**src/rtl/pipe_ctrl_pkg.sv**
```systemverilog
// Shared definitions for the pipeline stall/flush controller: FSM state
// encodings, the default memory timeout and the hard-wired zero register.
package pipe_ctrl_pkg;

  typedef enum logic [1:0] {
    ST_RUN      = 2'd0,
    ST_MEM_WAIT = 2'd1,
    ST_ERR      = 2'd2
  } state_t;

  localparam int unsigned MEM_TIMEOUT_DEFAULT = 15;
  localparam logic [4:0]  REG_ZERO            = 5'd0;

endpackage

```
**src/rtl/load_use_detect.sv**
```systemverilog
// Combinational load-use hazard detector: a load in EX whose destination
// feeds a source operand of the instruction in ID.
module load_use_detect
  import pipe_ctrl_pkg::*;
(
  input  logic [4:0] Rs_ID,
  input  logic [4:0] Rt_ID,
  input  logic       UsesRt_ID,
  input  logic       MemRead_EX,
  input  logic [4:0] WriteReg_EX,
  output logic       LoadUse
);

  always_comb begin
    LoadUse = MemRead_EX && (WriteReg_EX != REG_ZERO) &&
              ((WriteReg_EX == Rs_ID) || (UsesRt_ID && (WriteReg_EX == Rt_ID)));
  end

endmodule

```
**src/rtl/pipeline_stage_ctrl.sv**
```systemverilog
// Central stall/flush controller for the 5-stage pipeline (memory wait,
// branch flush, load-use stall, memory watchdog). Optional PIPE_CTRL_STATS_EN adds stall/flush counters.
module pipeline_stage_ctrl
  import pipe_ctrl_pkg::*;
#(
  parameter int unsigned MEM_TIMEOUT = MEM_TIMEOUT_DEFAULT
) (
  input  logic       Clk,
  input  logic       Reset,
  input  logic [4:0] Rs_ID,
  input  logic [4:0] Rt_ID,
  input  logic       UsesRt_ID,
  input  logic       MemRead_EX,
  input  logic [4:0] WriteReg_EX,
  input  logic       BranchTaken_EX,
  input  logic       MemReq_MEM,
  input  logic       MemAck,
  input  logic       ErrClr,
  output logic       PCWrite,
  output logic       IFID_En,
  output logic       IDEX_En,
  output logic       EXMEM_En,
  output logic       MEMWB_En,
  output logic       IFID_Flush,
  output logic       IDEX_Flush,
  output logic       EXMEM_Flush,
  output logic       MEMWB_Flush,
  output logic       MemErr,
  output logic [1:0] State
`ifdef PIPE_CTRL_STATS_EN
  ,
  output logic [15:0] StallCount,
  output logic [15:0] FlushCount
`endif
);

  localparam logic [7:0] LastWait = 8'(MEM_TIMEOUT - 1);

  state_t     state, nextState;
  logic [7:0] waitCnt, waitNext;
  logic       loadUse, freeze, decode;

  load_use_detect uLoadUse (
    .Rs_ID       (Rs_ID),
    .Rt_ID       (Rt_ID),
    .UsesRt_ID   (UsesRt_ID),
    .MemRead_EX  (MemRead_EX),
    .WriteReg_EX (WriteReg_EX),
    .LoadUse     (loadUse)
  );

  always_ff @(posedge Clk or negedge Reset) begin
    if (!Reset) begin
      state   <= ST_RUN;
      waitCnt <= '0;
    end else begin
      state   <= nextState;
      waitCnt <= waitNext;
    end
  end

  always_comb begin
    nextState   = state;
    waitNext    = waitCnt;
    freeze      = 1'b0;
    decode      = 1'b0;
    PCWrite     = 1'b0;
    IFID_En     = 1'b0;
    IDEX_En     = 1'b0;
    EXMEM_En    = 1'b0;
    MEMWB_En    = 1'b0;
    IFID_Flush  = 1'b0;
    IDEX_Flush  = 1'b0;
    EXMEM_Flush = 1'b0;
    MEMWB_Flush = 1'b0;
    MemErr      = 1'b0;

    case (state)
      ST_RUN: begin
        if (MemReq_MEM && !MemAck) begin
          freeze    = 1'b1;
          nextState = ST_MEM_WAIT;
          waitNext  = '0;
        end else begin
          decode = 1'b1;
        end
      end
      ST_MEM_WAIT: begin
        // An ack on the last allowed wait cycle still returns to RUN.
        if (!MemAck) begin
          freeze = 1'b1;
          if (waitCnt == LastWait) nextState = ST_ERR;
          else                     waitNext  = waitCnt + 8'd1;
        end else begin
          decode    = 1'b1;
          nextState = ST_RUN;
        end
      end
      ST_ERR: begin
        MemErr = 1'b1;
        if (ErrClr) begin
          EXMEM_En    = 1'b1;
          EXMEM_Flush = 1'b1;
          MEMWB_En    = 1'b1;
          MEMWB_Flush = 1'b1;
          nextState   = ST_RUN;
        end
      end
      default: nextState = ST_RUN;
    endcase

    // State is forced to RUN during reset, so only the RUN decode needs masking.
    if (!Reset) begin
      freeze = 1'b0;
      decode = 1'b0;
    end

    if (freeze) begin
      MEMWB_En    = 1'b1;
      MEMWB_Flush = 1'b1;
    end

    if (decode) begin
      PCWrite  = 1'b1;
      IFID_En  = 1'b1;
      IDEX_En  = 1'b1;
      EXMEM_En = 1'b1;
      MEMWB_En = 1'b1;
      if (BranchTaken_EX) begin
        IFID_Flush = 1'b1;
        IDEX_Flush = 1'b1;
      end else if (loadUse) begin
        PCWrite    = 1'b0;
        IFID_En    = 1'b0;
        IDEX_Flush = 1'b1;
      end
    end
  end

  assign State = state;

`ifdef PIPE_CTRL_STATS_EN
  always_ff @(posedge Clk or negedge Reset) begin
    if (!Reset) begin
      StallCount <= '0;
      FlushCount <= '0;
    end else begin
      if (!PCWrite && (state != ST_ERR) && (StallCount != '1))
        StallCount <= StallCount + 16'd1;
      if (IFID_Flush && (FlushCount != '1))
        FlushCount <= FlushCount + 16'd1;
    end
  end
`endif

endmodule

```
**config.mk**
```make
export PLATFORM = sky130hd
export DESIGN_NAME = pipeline_stage_ctrl
export DESIGN_NICKNAME = d
export VERILOG_FILES = /design/src/rtl/pipe_ctrl_pkg.sv /design/src/rtl/load_use_detect.sv /design/src/rtl/pipeline_stage_ctrl.sv
export SDC_FILE = /design/constraint.sdc
export NUM_CORES = 1
export LEC_CHECK = 0
export ABC_AREA = 0
export BUFFER_PORTS_ARGS = -buffer_cell sky130_fd_sc_hd__buf_2
export CORE_MARGIN = 2
export CORE_UTILIZATION = 48
export CTS_BUF_LIST = sky130_fd_sc_hd__clkbuf_8
export CTS_CLUSTER_DIAMETER = 200
export CTS_CLUSTER_SIZE = 8
export DETAILED_ROUTE_END_ITERATION = 10
export PLACE_DENSITY_LB_ADDON = 0.25
export SYNTH_ARGS = -nofsm -noshare
export SYNTH_HDL_FRONTEND = slang
export SYNTH_SLANG_ARGS = --single-unit
```
**constraint.sdc**
```tcl
create_clock -name Clk -period 2.2 [get_ports Clk]
set_clock_uncertainty 0.05 [all_clocks]
set_input_delay 0.44 -clock Clk [delete_from_list [all_inputs] [get_ports Clk]]
set_output_delay 0.44 -clock Clk [all_outputs]
set_load 0.005 [all_outputs]
```
==> results of run 1 <==
## worst register-to-register path, delay by kind of cell, from the launching register on
| kind | cells | cell delay, ns |
|---|---|---|
| simple gates | 1 | 0.51 |
| compound gates | 2 | 0.42 |
| flops | 1 | 0.37 |
| mux | 1 | 0.35 |
| fa+ha+maj | 1 | 0.15 |
| buf+inv | 1 | 0.09 |
## cells by family (layout without fill, tap and decap cells)
logic type,count (synthesis),after routing
simple gates,31,31
buf+inv,5,45
fa+ha+maj,2,2
xor+xnor,11,11
mux,1,1
compound gates,26,26
flops,10,10
## timing repair
item / 4_1_cts / 5_1_grt
setup buffers: 0 / 0
endpoints found under the setup margin: 0 / 2
gates resized for setup: 0 / 1
## power by group
group | leakage (nW) | switching, W | internal [W]
Sequential | 0.136 | 0.0000244 | 0.000203
Combinational | 0.346 | 0.0000768 | 0.0000834
Clock | 0.0288 | 0.0000729 | 0.000157
Total | 0.510 | 0.000174 | 0.000444
## cell type report
cell class	count	area, sq um
tap	16	20.0
fill	129	464
clock buffer	4	55.1
timing repair buffer	38	200
sequential	10	250
multi-input combinational	71	505
inverter	3	11.3
## flip-flops by register name, summed over array words and instances, names as in the netlist
register / flops
waitCnt: 8
State: 2
## worst max path at each step
stage | end | slack, ns
5_1_grt | IFID_En | 0.01
3_5_place_dp | PCWrite | 0.12
6_report | PCWrite | 0.12
3_3_place_gp | PCWrite | 0.14
2_1_floorplan | waitCnt[2] | 0.22
4_1_cts | PCWrite | 0.12
## through the flow
stage                     utilization, %  worst slack [ns]  total power (W)
final                               69.2             0.121         0.000618
after global routing                69.2            0.0108         0.000658
after CTS                           68.8             0.118         0.000621
after detailed placement            65.1             0.118         0.000383
after global placement              65.1             0.137         0.000378
after floorplan                        -             0.216         0.000315
## per-layer routing
metal	routed length (microns)	track usage, %	vias to the layer above
met3	100	7.35	5
li1	-	-	395
met4	30	9.09	0
met5	0	0	-
met2	1050	40.3	28
met1	851	27.0	366
## cell usage in the layout (no fill, tap or decap)
cell type  Yosys  final
buf_2          0     34
dfrtp_1       10     10
xor2_1        10     10
o21ai_0        6      6
o21bai_1       4      4
nor2_1         4      4
nand2_1        4      4
a22o_1         4      4
clkbuf_8       0      4
buf_4          1      4
inv_1          3      3
nand2b_1       3      3
nor2b_1        3      3
nor3_1         3      3
a21oi_1        3      3
o21ai_1        2      2
nand3_1        2      2
or3_1          2      2
ha_1           2      2
nor4_2         0      1
xnor2_1        1      1
a32oi_1        1      1
or4_1          1      1
o211ai_1       1      1
and2_1         1      1
o31a_1         1      1
or4b_1         1      1
nand3b_1       1      1
nor2_2         1      1
a31o_2         1      1
nand4_1        1      1
o21a_1         1      1
mux2_2         1      1
a22o_2         1      1
or4b_4         1      1
nor4b_1        1      1
o2bb2ai_1      1      1
nand4b_1       1      1
==> flow_summary.ini, run 1 <==
[setup_path]
startpoint = WriteReg_EX[1]
endpoint_kind = output pin
path_delay_family = compound AO/OA/AOI/OAI gates
rr_startpoint = waitCnt[0]
cp.required_ns = 1.71
crit_path_frequent_cell = buf_2
critPathMaxFanout = 4
criticalPathCategory = in2out
start_kind = input pin
r2r_slack_ns = 0.15
path_buf_inv = 2
crit_chain = buf_2 -> xor2_1 -> nor4_2 -> a32oi_1 -> o31a_1 -> buf_2
arrival_ns = 1.59
timing.rr.end = waitCnt[2]
slowest_delay_ns = 0.30
crit_cells = 6
crit_path_top_delay_cell = o31a_1
worstRegToRegCells = 6

[layout]
instances_no_fill = 142
drive_above_1_share_pct = 38.1
nets = 152
num_antenna_cells = 0
syn2layout_area_growth_pct = 33.7
final_area_sq_mm = 0.00104

[clocking]
clk_pin_slew_ns = 0.05
cts_tree = yes
worstSkewPairLatency_ns = 0.24
cts_hold_buf = 0
clockBufferDepth = 2
htreeDepth = 1
cts_sinks = 10
clk_root_buffer_cell = clkbuf_8
cts_inserted_buffers = 3

[synth]
synth_common_cells = dfrtp_1 (10), xor2_1 (10), o21ai_0 (6)
syn_inst = 86
synth.area.top_cells = dfrtp_1 (32%), xor2_1 (11%), a22o_1 (4.5%)
ys_dominant_reg_cell = dfrtp_1
netlist_area_sq_um = 779
synth_xor_area_share_pct = 12.4
synth_top_family_by_area = simple AND/OR/NAND/NOR gates
synth_compound_area_share_pct = 23.1
synth_top_area_share_pct = 32.1
seq_area_frac_synth_pct = 32.1
synth-simple-area-share_pct = 23.9
synth-seq-cells = 10
avgSynthCellArea_sq_um = 9.06
yosys.area.top_type = dfrtp_1
synth_edf_count = 0
synthAdderAreaFrac_pct = 3.21
yosys_warnings = 0
synth_fp_nets = 111
synth_mux_area_share_pct = 1.44
synth_cell_types = 37
synthArstFlopShare_pct = 100

[timing]
slew_viol_final = 0
hold_viol_final = 0
fin_crit_sh_pct = 94.5
hold_slack_ns = 0.0972
setup_viol = 0
worstMarginPinSlew_ns = 0.624
rsz0062_at_grt = false
max_clock_freq_mhz = 481
fin_crit_ns = 2.08
tns_ns = 0
maxSlewHeadroom_pct = 57.8

[power_and_ir_drop]
p_leak_nw = 0.510
vdd_drop_max_mv = 0.526
powerDensity_mw_per_mm2 = 593

[grt]
grt-ovfl-total = 0
grt_max_degree = 11
antenna_found_initial = 0
grt_util_all_layers_pct = 23.4
grt_pass1_wl_microns = 3230
grt_pass1_vias = 729

[place]
routabilityCongestion = 0.851
place_area_sq_um = 981
portBuffers = 34
place_inst = 138
dp_hpwl_microns = 1620

[detailed_routing]
drc = 0
vias = 794
dr.pass1.iters = 4
ant_nets = 0
drt_wl_total_microns = 2030
routedWlPerCell_microns = 14.3
viasPerCell = 5.59
dr.first_iter.drc_count = 17

[status]
status = finished clean

[die]
io_pins = 35
row_count = 14
die_y_microns = 44.3
die_area_sq_mm = 0.00196
die_w_microns = 44.3
start_util_pct = 51.7
coreArea_sq_mm = 0.00151

[flow_run]
maxCapViolCount = 0

[min_path]
hold_path.class = in2async
Power figures use the tool's default switching activity.
==> inputs of run 2 (changes only) <==
- BUFFER_PORTS_ARGS: -buffer_cell sky130_fd_sc_hd__buf_2 -> -buffer_cell sky130_fd_sc_hd__buf_4
==> run 2 against run 1 <==
Against the previous run: setup slack got worse by 0.057 ns; sequential cell count unchanged; cell area rose by 9.4%; sequential share of layout area is 2.1 points lower; die area is the same; utilization is 6.5 points higher; global-route usage increased by 1.8 points; sequential power about the same; via count up 4.3%; first-iteration DRC count increased by 12%; largest cell class unchanged.
==> flow_summary.ini, run 2 (synthesis gave the netlist of run 1 again) <==
[status]
status = finished clean

[grt]
grt_util_all_layers_pct = 25.2
grt_pass1_vias = 782
grt-ovfl-total = 0
antenna_found_initial = 0
grt_max_degree = 13
grt_pass1_wl_microns = 3550

[setup_path]
start_kind = input pin
crit_path_top_delay_cell = o31a_1
crit_chain = buf_4 -> xor2_2 -> nor4_2 -> a32oi_1 -> o31a_1 -> buf_4
crit_path_frequent_cell = buf_4
path_buf_inv = 2
cp.required_ns = 1.71
path_delay_family = compound AO/OA/AOI/OAI gates
criticalPathCategory = in2out
slowest_delay_ns = 0.33
critPathMaxFanout = 4
endpoint_kind = output pin
arrival_ns = 1.65

[clocking]
post_cts_buffers = 0
cts_sinks = 10
clk_root_buffer_cell = clkbuf_8
cts_inserted_buffers = 3
cts_tree = yes
htreeDepth = 1
cts_hold_buf = 0
clockBufferDepth = 2
clk_pin_slew_ns = 0.05
worstSkewPairLatency_ns = 0.24

[detailed_routing]
drc = 0
ant_nets = 0
dr.first_iter.drc_count = 19
routedWlPerCell_microns = 15.9
viasPerCell = 5.83
vias = 828
dr.pass1.iters = 4
drt_wl_total_microns = 2260

[die]
row_count = 14
die_area_sq_mm = 0.00196
die_y_microns = 44.3
die_w_microns = 44.3
coreArea_sq_mm = 0.00151
start_util_pct = 51.7
io_pins = 35

[timing]
worstMarginPinSlew_ns = 0.606
tns_ns = 0
max_clock_freq_mhz = 468
hold_viol_final = 0
fin_crit_sh_pct = 97.1
slew_viol_final = 0
maxSlewHeadroom_pct = 59.0
setup_viol = 0
fin_crit_ns = 2.14

[power_and_ir_drop]
p_leak_nw = 0.535
powerDensity_mw_per_mm2 = 526
vdd_drop_max_mv = 0.598

[layout]
top_register = waitCnt
syn2layout_area_growth_pct = 46.2
drive_above_1_share_pct = 39.7
layout_common_cells = buf_4 (38), dfrtp_1 (10), xor2_1 (8)
final_common_cell = buf_4
num_antenna_cells = 0
largest_register_ffs = 8
nets = 153
post-route-util_pct = 75.7
final_area_sq_mm = 0.00114

[place]
place_area_sq_mm = 0.00107
dp_hpwl_microns = 1730
routabilityCongestion = 0.868
portBuffers = 34

[min_path]
hold_path.class = in2async

[flow_run]
maxCapViolCount = 0
## run 2: report_power, final
part	internal (W)	switching (W)	total [W]
Clock	0.000119	0.0000673	0.000187
Sequential	0.000204	0.0000225	0.000226
Combinational	0.000103	0.0000844	0.000187
## run 2: path summary, 6_finish.rpt
check,startpoint,end,slack [ns],cells past startpoint
max reg2reg,waitCnt[0],waitCnt[2],0.14,6
min reg2reg,waitCnt[7],waitCnt[7],0.52,2
min in group Clk,MemAck,waitCnt[5],0.47,3
max in group asynchronous,Reset,waitCnt[2],1.87,2
max,WriteReg_EX[1],PCWrite,0.06,6
min,Reset,waitCnt[7],0.08,2
## run 2: layer usage
| metal | global-route usage, % | wire (microns) | vias to the layer above |
|---|---|---|---|
| li1 | - | - | 396 |
| met1 | 28.9 | 818 | 391 |
| met2 | 46.5 | 1260 | 39 |
| met3 | 8.16 | 172 | 2 |
| met4 | 3.64 | 8 | 0 |
| met5 | 0 | 0 | - |
## run 2: worst reg2reg max path: cells and delay by family, from the launching register on
| kind | cells | cell delay [ns] |
|---|---|---|
| AO/OA/AOI/OAI | 2 | 0.44 |
| adder cells (fa/ha/maj) | 1 | 0.13 |
| buffers and inverters | 1 | 0.08 |
| flip-flops | 1 | 0.37 |
| multiplexers | 1 | 0.38 |
| AND/OR/NAND/NOR | 1 | 0.50 |
## run 2: area by class of cell
type	instances	area, sq um
fillers	123	367
flip-flops and latches	10	250
well taps	16	20.0
inverters	3	11.3
clock buffers	3	41.3
multi-input cells	71	520
repair buffers	39	297
## run 2: metrics by stage
| step | worst slack, ns | total power (W) | hold WS [ns] | std cells |
|---|---|---|---|---|
| after floorplan | 0.216 | 0.000315 | 0.0944 | 86 |
| after global placement | 0.115 | 0.000397 | 0.341 | 139 |
| after detailed placement | 0.00758 | 0.000406 | 0.340 | 139 |
| after CTS | 0.00246 | 0.000598 | 0.0880 | 142 |
| after global routing | -0.0170 | 0.000636 | 0.0959 | 142 |
| final | 0.0639 | 0.000600 | 0.0842 | 142 |
## run 2: timing repair
| item | CTS | global route |
|---|---|---|
| gates resized for setup | 0 | 5 |
| setup endpoints to repair | 0 | 3 |
| endpoints found under the hold margin | 0 | 0 |
